[src/rtl/north_buffer_ctrl.sv]
// Load/read sequencer for the weight-stationary North buffer: one LOAD phase, then N READ passes.
// Optional NORTH_BUFFER_CTRL_PERF_EN adds stall_cycles / load_idle_cycles performance counters.
module north_buffer_ctrl #(
  parameter int TOTAL_MODULES = 3,
  parameter int COL_X         = 16,
  parameter int MAX_PASSES    = 16,
  parameter int ADDR_WIDTH    = (COL_X > 1) ? $clog2(COL_X) : 1,
  parameter int PASS_WIDTH    = $clog2(MAX_PASSES + 1),
  parameter int SIDX_WIDTH    = (TOTAL_MODULES > 1) ? $clog2(TOTAL_MODULES) : 1
) (
  input  logic                  clk,
  input  logic                  rst,
  input  logic                  start,
  input  logic [SIDX_WIDTH-1:0] cfg_slice_idx,
  input  logic [PASS_WIDTH-1:0] cfg_passes,
  input  logic                  flush,
  input  logic                  in_valid,
  output logic                  in_ready,
  output logic                  wr_en,
  output logic [ADDR_WIDTH-1:0] wr_addr,
  output logic [SIDX_WIDTH-1:0] slicing_idx,
  input  logic                  rd_ready,
  output logic                  rd_en,
  output logic [ADDR_WIDTH-1:0] rd_addr,
  output logic                  rd_valid,
  output logic                  rd_last,
  output logic                  busy,
`ifdef NORTH_BUFFER_CTRL_PERF_EN
  output logic [31:0]           stall_cycles,
  output logic [31:0]           load_idle_cycles,
`endif
  output logic                  done
);

  typedef enum logic [1:0] {
    IDLE  = 2'd0,
    LOAD  = 2'd1,
    READ  = 2'd2,
    DRAIN = 2'd3
  } state_t;

  localparam logic [ADDR_WIDTH-1:0] LAST_ADDR = ADDR_WIDTH'(COL_X - 1);

  state_t                  state_q;
  logic [ADDR_WIDTH-1:0]   wr_addr_q;
  logic [ADDR_WIDTH-1:0]   rd_addr_q;
  logic [PASS_WIDTH-1:0]   pass_cnt_q;
  logic [PASS_WIDTH-1:0]   passes_q;
  logic [SIDX_WIDTH-1:0]   slice_q;
  logic                    rd_valid_q;
  logic                    rd_last_q;
  logic                    done_q;
  logic                    last_pass;
  logic                    rd_last_d;

  // flush takes priority: no write or read is issued in the abort cycle
  always_comb begin
    in_ready  = (state_q == LOAD) && !flush;
    wr_en     = in_valid && in_ready;
    rd_en     = (state_q == READ) && rd_ready && !flush;
    last_pass = (pass_cnt_q == passes_q - PASS_WIDTH'(1));
    rd_last_d = rd_en && (rd_addr_q == LAST_ADDR) && last_pass;
  end

  always_ff @(posedge clk or posedge rst) begin
    if (rst) begin
      state_q    <= IDLE;
      wr_addr_q  <= '0;
      rd_addr_q  <= '0;
      pass_cnt_q <= '0;
      passes_q   <= '0;
      slice_q    <= '0;
      rd_valid_q <= 1'b0;
      rd_last_q  <= 1'b0;
      done_q     <= 1'b0;
    end else begin
      rd_valid_q <= rd_en;
      rd_last_q  <= rd_last_d;
      done_q     <= 1'b0;
      if (flush) begin
        state_q    <= IDLE;
        wr_addr_q  <= '0;
        rd_addr_q  <= '0;
        pass_cnt_q <= '0;
      end else begin
        case (state_q)
          IDLE: begin
            if (start) begin
              state_q    <= LOAD;
              slice_q    <= cfg_slice_idx;
              passes_q   <= (cfg_passes == '0) ? PASS_WIDTH'(1) : cfg_passes;
              wr_addr_q  <= '0;
              rd_addr_q  <= '0;
              pass_cnt_q <= '0;
            end
          end
          LOAD: begin
            if (wr_en) begin
              if (wr_addr_q == LAST_ADDR) begin
                wr_addr_q <= '0;
                state_q   <= READ;
              end else begin
                wr_addr_q <= wr_addr_q + ADDR_WIDTH'(1);
              end
            end
          end
          READ: begin
            if (rd_en) begin
              if (rd_addr_q == LAST_ADDR) begin
                rd_addr_q <= '0;
                if (last_pass) begin
                  pass_cnt_q <= '0;
                  state_q    <= DRAIN;
                  done_q     <= 1'b1;
                end else begin
                  pass_cnt_q <= pass_cnt_q + PASS_WIDTH'(1);
                end
              end else begin
                rd_addr_q <= rd_addr_q + ADDR_WIDTH'(1);
              end
            end
          end
          DRAIN: state_q <= IDLE;
          default: state_q <= IDLE;
        endcase
      end
    end
  end

`ifdef NORTH_BUFFER_CTRL_PERF_EN
  logic [31:0] stall_cnt_q;
  logic [31:0] load_idle_cnt_q;

  always_ff @(posedge clk or posedge rst) begin
    if (rst) begin
      stall_cnt_q     <= '0;
      load_idle_cnt_q <= '0;
    end else if (state_q == IDLE && start && !flush) begin
      stall_cnt_q     <= '0;
      load_idle_cnt_q <= '0;
    end else begin
      if (state_q == READ && !rd_ready && stall_cnt_q != '1)
        stall_cnt_q <= stall_cnt_q + 32'd1;
      if (state_q == LOAD && !in_valid && load_idle_cnt_q != '1)
        load_idle_cnt_q <= load_idle_cnt_q + 32'd1;
    end
  end

  assign stall_cycles     = stall_cnt_q;
  assign load_idle_cycles = load_idle_cnt_q;
`endif

  assign wr_addr     = wr_addr_q;
  assign rd_addr     = rd_addr_q;
  assign slicing_idx = slice_q;
  assign rd_valid    = rd_valid_q;
  assign rd_last     = rd_last_q;
  assign done        = done_q;
  assign busy        = (state_q != IDLE);

endmodule
[config.mk]
export PLATFORM = sky130hd
export DESIGN_NAME = north_buffer_ctrl
export DESIGN_NICKNAME = d
export VERILOG_FILES = /design/src/rtl/north_buffer_ctrl.sv
export SDC_FILE = /design/constraint.sdc
export NUM_CORES = 1
export LEC_CHECK = 0
export BUFFER_PORTS_ARGS = -buffer_cell sky130_fd_sc_hd__buf_2
export CAP_MARGIN = 5
export CORE_MARGIN = 2
export CORE_UTILIZATION = 44
export CTS_CLUSTER_SIZE = 10
export DETAILED_ROUTE_END_ITERATION = 7
export HOLD_SLACK_MARGIN = 0.06
export PLACE_DENSITY = 0.66
export SLEW_MARGIN = 20
export SYNTH_ARGS = -nofsm -noshare
export SYNTH_HDL_FRONTEND = slang
export SYNTH_SLANG_ARGS = --single-unit
[constraint.sdc]
create_clock -name clk -period 5.3 [get_ports clk]
set_input_delay 0 -clock clk [delete_from_list [all_inputs] [get_ports clk]]
set_output_delay 0 -clock clk [all_outputs]
set_load 0.005 [all_outputs]
==> flow_metrics.py <==
metrics = {
    "route": {
        "wirelength_um": 2770,
        "drc": 0,
        "drt_iter0_drc": 29,
        "routed-via-count": 1158,
        "ant_nets": 0,
        "vias_per_cell": 4.99,
        "wl_per_cell_um": 11.9,
        "dr.pass1.iters": 4,
    },
    "timing": {
        "hold_violations": 0,
        "slew_violations": 0,
        "rsz0062_at_grt": "false",
        "fin_tns_setup_ps": 0,
        "tightest_slew_ps": 904,
        "clock_skew_ps": 0.825,
        "fin_crit_sh_pct": 43.5,
        "setup_viol": 0,
        "slew-limit-headroom_pct": 39.6,
        "period_minus_slack_ps": 2310,
        "fin_hold_ws_ps": 78.2,
        "timing.fmax_mhz": 433,
    },
    "final_layout": {
        "num_antenna_cells": 0,
        "layout_commonest_cell": "buf_2",
        "final_layout_size_suffix_gt1_share_pct": 25.0,
        "final_cell_mix": "buf_2, dfrtp_1, nand2_1, inv_1, o21ai_0",
        "fin_nets": 210,
        "syn2layout_area_growth_pct": 20.2,
    },
    "worst_setup_path": {
        "arrival_ps": 2510,
        "cp_cell_sequence": "inv_1, ha_1, or2b_2, a31oi_1, or2_1, or3_1, o22ai_1",
        "crit_fanout": 11,
        "regToRegSetupSlack_ps": 2990,
        "crit_start": "state_q[1]",
        "worstSetupEndpoint": "pass_cnt_q[3]",
        "slowest_delay_ps": 600,
        "cp-end-kind": "register",
        "rr_endpoint": "pass_cnt_q[3]",
        "critPathKind": "register to register",
        "reg2reg_depth": 7,
        "start_kind": "register",
        "cp.required_ps": 5500,
        "slowest_stage": "a31oi_1",
        "reg2reg_from": "state_q[1]",
    },
    "synthesis": {
        "ys_seq_area_share_pct": 43.4,
        "yosys_warnings": 0,
        "synth_cell_types": 41,
        "synthAdderAreaFrac_pct": 6.95,
        "syn_inst": 149,
        "synth.avg_cell_area_sq_um": 9.67,
        "synth_compound_area_share_pct": 14.2,
        "synth_top_family_by_area": "simple AND/OR/NAND/NOR gates",
        "synth_xor_area_share_pct": 3.65,
        "synth_edf_count": 0,
        "muxShareOfSynthArea_pct": 6.08,
        "synth-main-ff-cell": "dfrtp_1",
        "syn-num-nets": 170,
        "yosys.area_share.simple_pct": 20.8,
        "syn_area_sq_um": 1440,
        "synth_seq_cells": 25,
        "synthArstFlopShare_pct": 100,
    },
    "floorplan": {
        "ios": 30,
        "core_sq_um": 3080,
        "die_w_um": 61.2,
        "start_util_pct": 46.8,
        "std_cell_rows": 20,
        "dieArea_sq_um": 3750,
        "die_h_um": 61.2,
    },
    "run": {
        "cap_viol_max_count": 0,
    },
    "cts": {
        "cts_sinks": 25,
        "worstSkewPairLatency_ps": 310,
        "clk_path_buf_depth": 2,
        "post_cts_resized": 0,
        "cts_setup_buffers": 0,
        "htree_levels": 1,
        "clkSlewWorstSetupHoldPaths_ps": 130,
        "cts-buffers-inserted": 3,
        "holdBufCountCts": 9,
        "tritoncts": "done",
        "cts_root_buf": "clkbuf_4",
    },
    "global_route": {
        "grt_pass1_vias": 1067,
        "grt_max_degree": 26,
        "grt_usage_pct": 16.4,
        "grt_pass1_wl_um": 4710,
        "antenna_found_initial": 0,
        "grt.overflow.total": 0,
    },
    "status": {
        "outcome": "complete, no violations",
    },
    "power_and_ir_drop": {
        "p_clk_share_pct": 12.6,
        "p_sw_uw": 252,
        "p_seq_share_pct": 41.5,
        "p_sw_share_pct": 38.1,
        "p_per_area_nw_per_um2": 382,
        "p_comb_share_pct": 45.9,
        "ir_drop_mv": 0.189,
        "intPower_uw": 409,
        "leakagePower_nw": 0.862,
    },
    "placement": {
        "io_buffer_count": 29,
        "gp_congestion": 0.783,
        "hpwlAfterDp_um": 2150,
    },
    "hold_path": {
        "min_path_type": "input port to register",
    },
}
layer usage:
layer	part of all wire, %	vias to the layer above	global-route usage, %
met5	0	-	0
met4	0.65	0	4.35
met3	3.2	2	2.10
met2	50	21	28.0
met1	46	535	22.2
li1	-	600	-
power groups by stage:
stage          sequential, mW  clock, mW  combinational [mW]
5_1_grt                 0.281     0.0929               0.343
4_1_cts                 0.275     0.0853               0.308
3_3_place_gp            0.275          0               0.290
2_1_floorplan           0.271          0               0.242
3_5_place_dp            0.278          0               0.303
6_report                0.274     0.0831               0.303
how the worst min path moves through the flow:
stage                     start  slack [ps]             end  cells after the start
2_1_floorplan               rst          30            done                      1
5_1_grt                   flush         100      state_q[0]                      3
3_5_place_dp   cfg_slice_idx[1]         240  slicing_idx[1]                      2
3_3_place_gp   cfg_slice_idx[0]         230  slicing_idx[0]                      2
6_report                  flush          80      state_q[0]                      3
4_1_cts                   flush          80      state_q[0]                      3
Yosys cell counts (all sizes together) (3+ instances only):
library cell | number | share of area (%)
dfrtp | 25 | 43
nand2 | 16 | 4.2
inv | 12 | 3.1
o21ai | 11 | 3.8
ha | 8 | 7.0
nor2 | 8 | 2.1
a21oi | 6 | 2.1
mux2 | 6 | 4.7
nand3 | 6 | 3.0
nor3 | 5 | 1.7
a31oi | 4 | 1.7
a21o | 3 | 1.7
nand2b | 3 | 1.3
or2 | 3 | 1.3
xnor2 | 3 | 1.8
xor2 | 3 | 1.8
cells by family after synthesis:
kind of cell / count (synthesis)
AOI/OAI and AO/OA: 32
xor gates and xnor gates: 6
adders and majority gates: 8
buffers and inverters: 15
DFF: 25
muxes: 8
and+or+nand+nor: 55
final cells by class:
| class | instances | area [sq um] |
|---|---|---|
| fill | 298 | 1350 |
| multi-input combinational | 109 | 743 |
| inverter | 12 | 45.0 |
| clock inverter | 1 | 5.00 |
| tap | 44 | 55.1 |
| clock buffer | 3 | 22.5 |
| timing repair buffer | 38 | 235 |
| sequential | 25 | 626 |
sequential cells by signal, summed over array words and instances (netlist names):
| register | cells |
|---|---|
| rd_valid | 1 |
| done | 1 |
| pass_cnt_q | 5 |
| passes_q | 5 |
| rd_addr | 4 |
| slicing_idx | 2 |
| wr_addr | 4 |
| rd_last | 1 |
| state_q | 2 |
worst max-delay path, delay by kind of cell, from the launching register on:
family	cells	cell delay (ps)
AO/OA/AOI/OAI	2	670
adder cells (fa/ha/maj)	1	230
buffers and inverters	1	120
flip-flops	1	410
AND/OR/NAND/NOR	3	760
metrics by stage:
stage | power [mW] | setup slack (ps) | area [sq um] | instances | util (%)
floorplan | 0.513 | 3360 | 1440 | 149 | -
global placement | 0.565 | 3130 | 1610 | 219 | 52.4
detailed placement | 0.581 | 3000 | 1610 | 219 | 52.4
CTS | 0.668 | 3000 | 1730 | 232 | 56.3
global route | 0.717 | 2750 | 1730 | 232 | 56.3
finish | 0.661 | 2990 | 1730 | 232 | 56.3
Note: power is estimated with default switching activity, not from simulation.
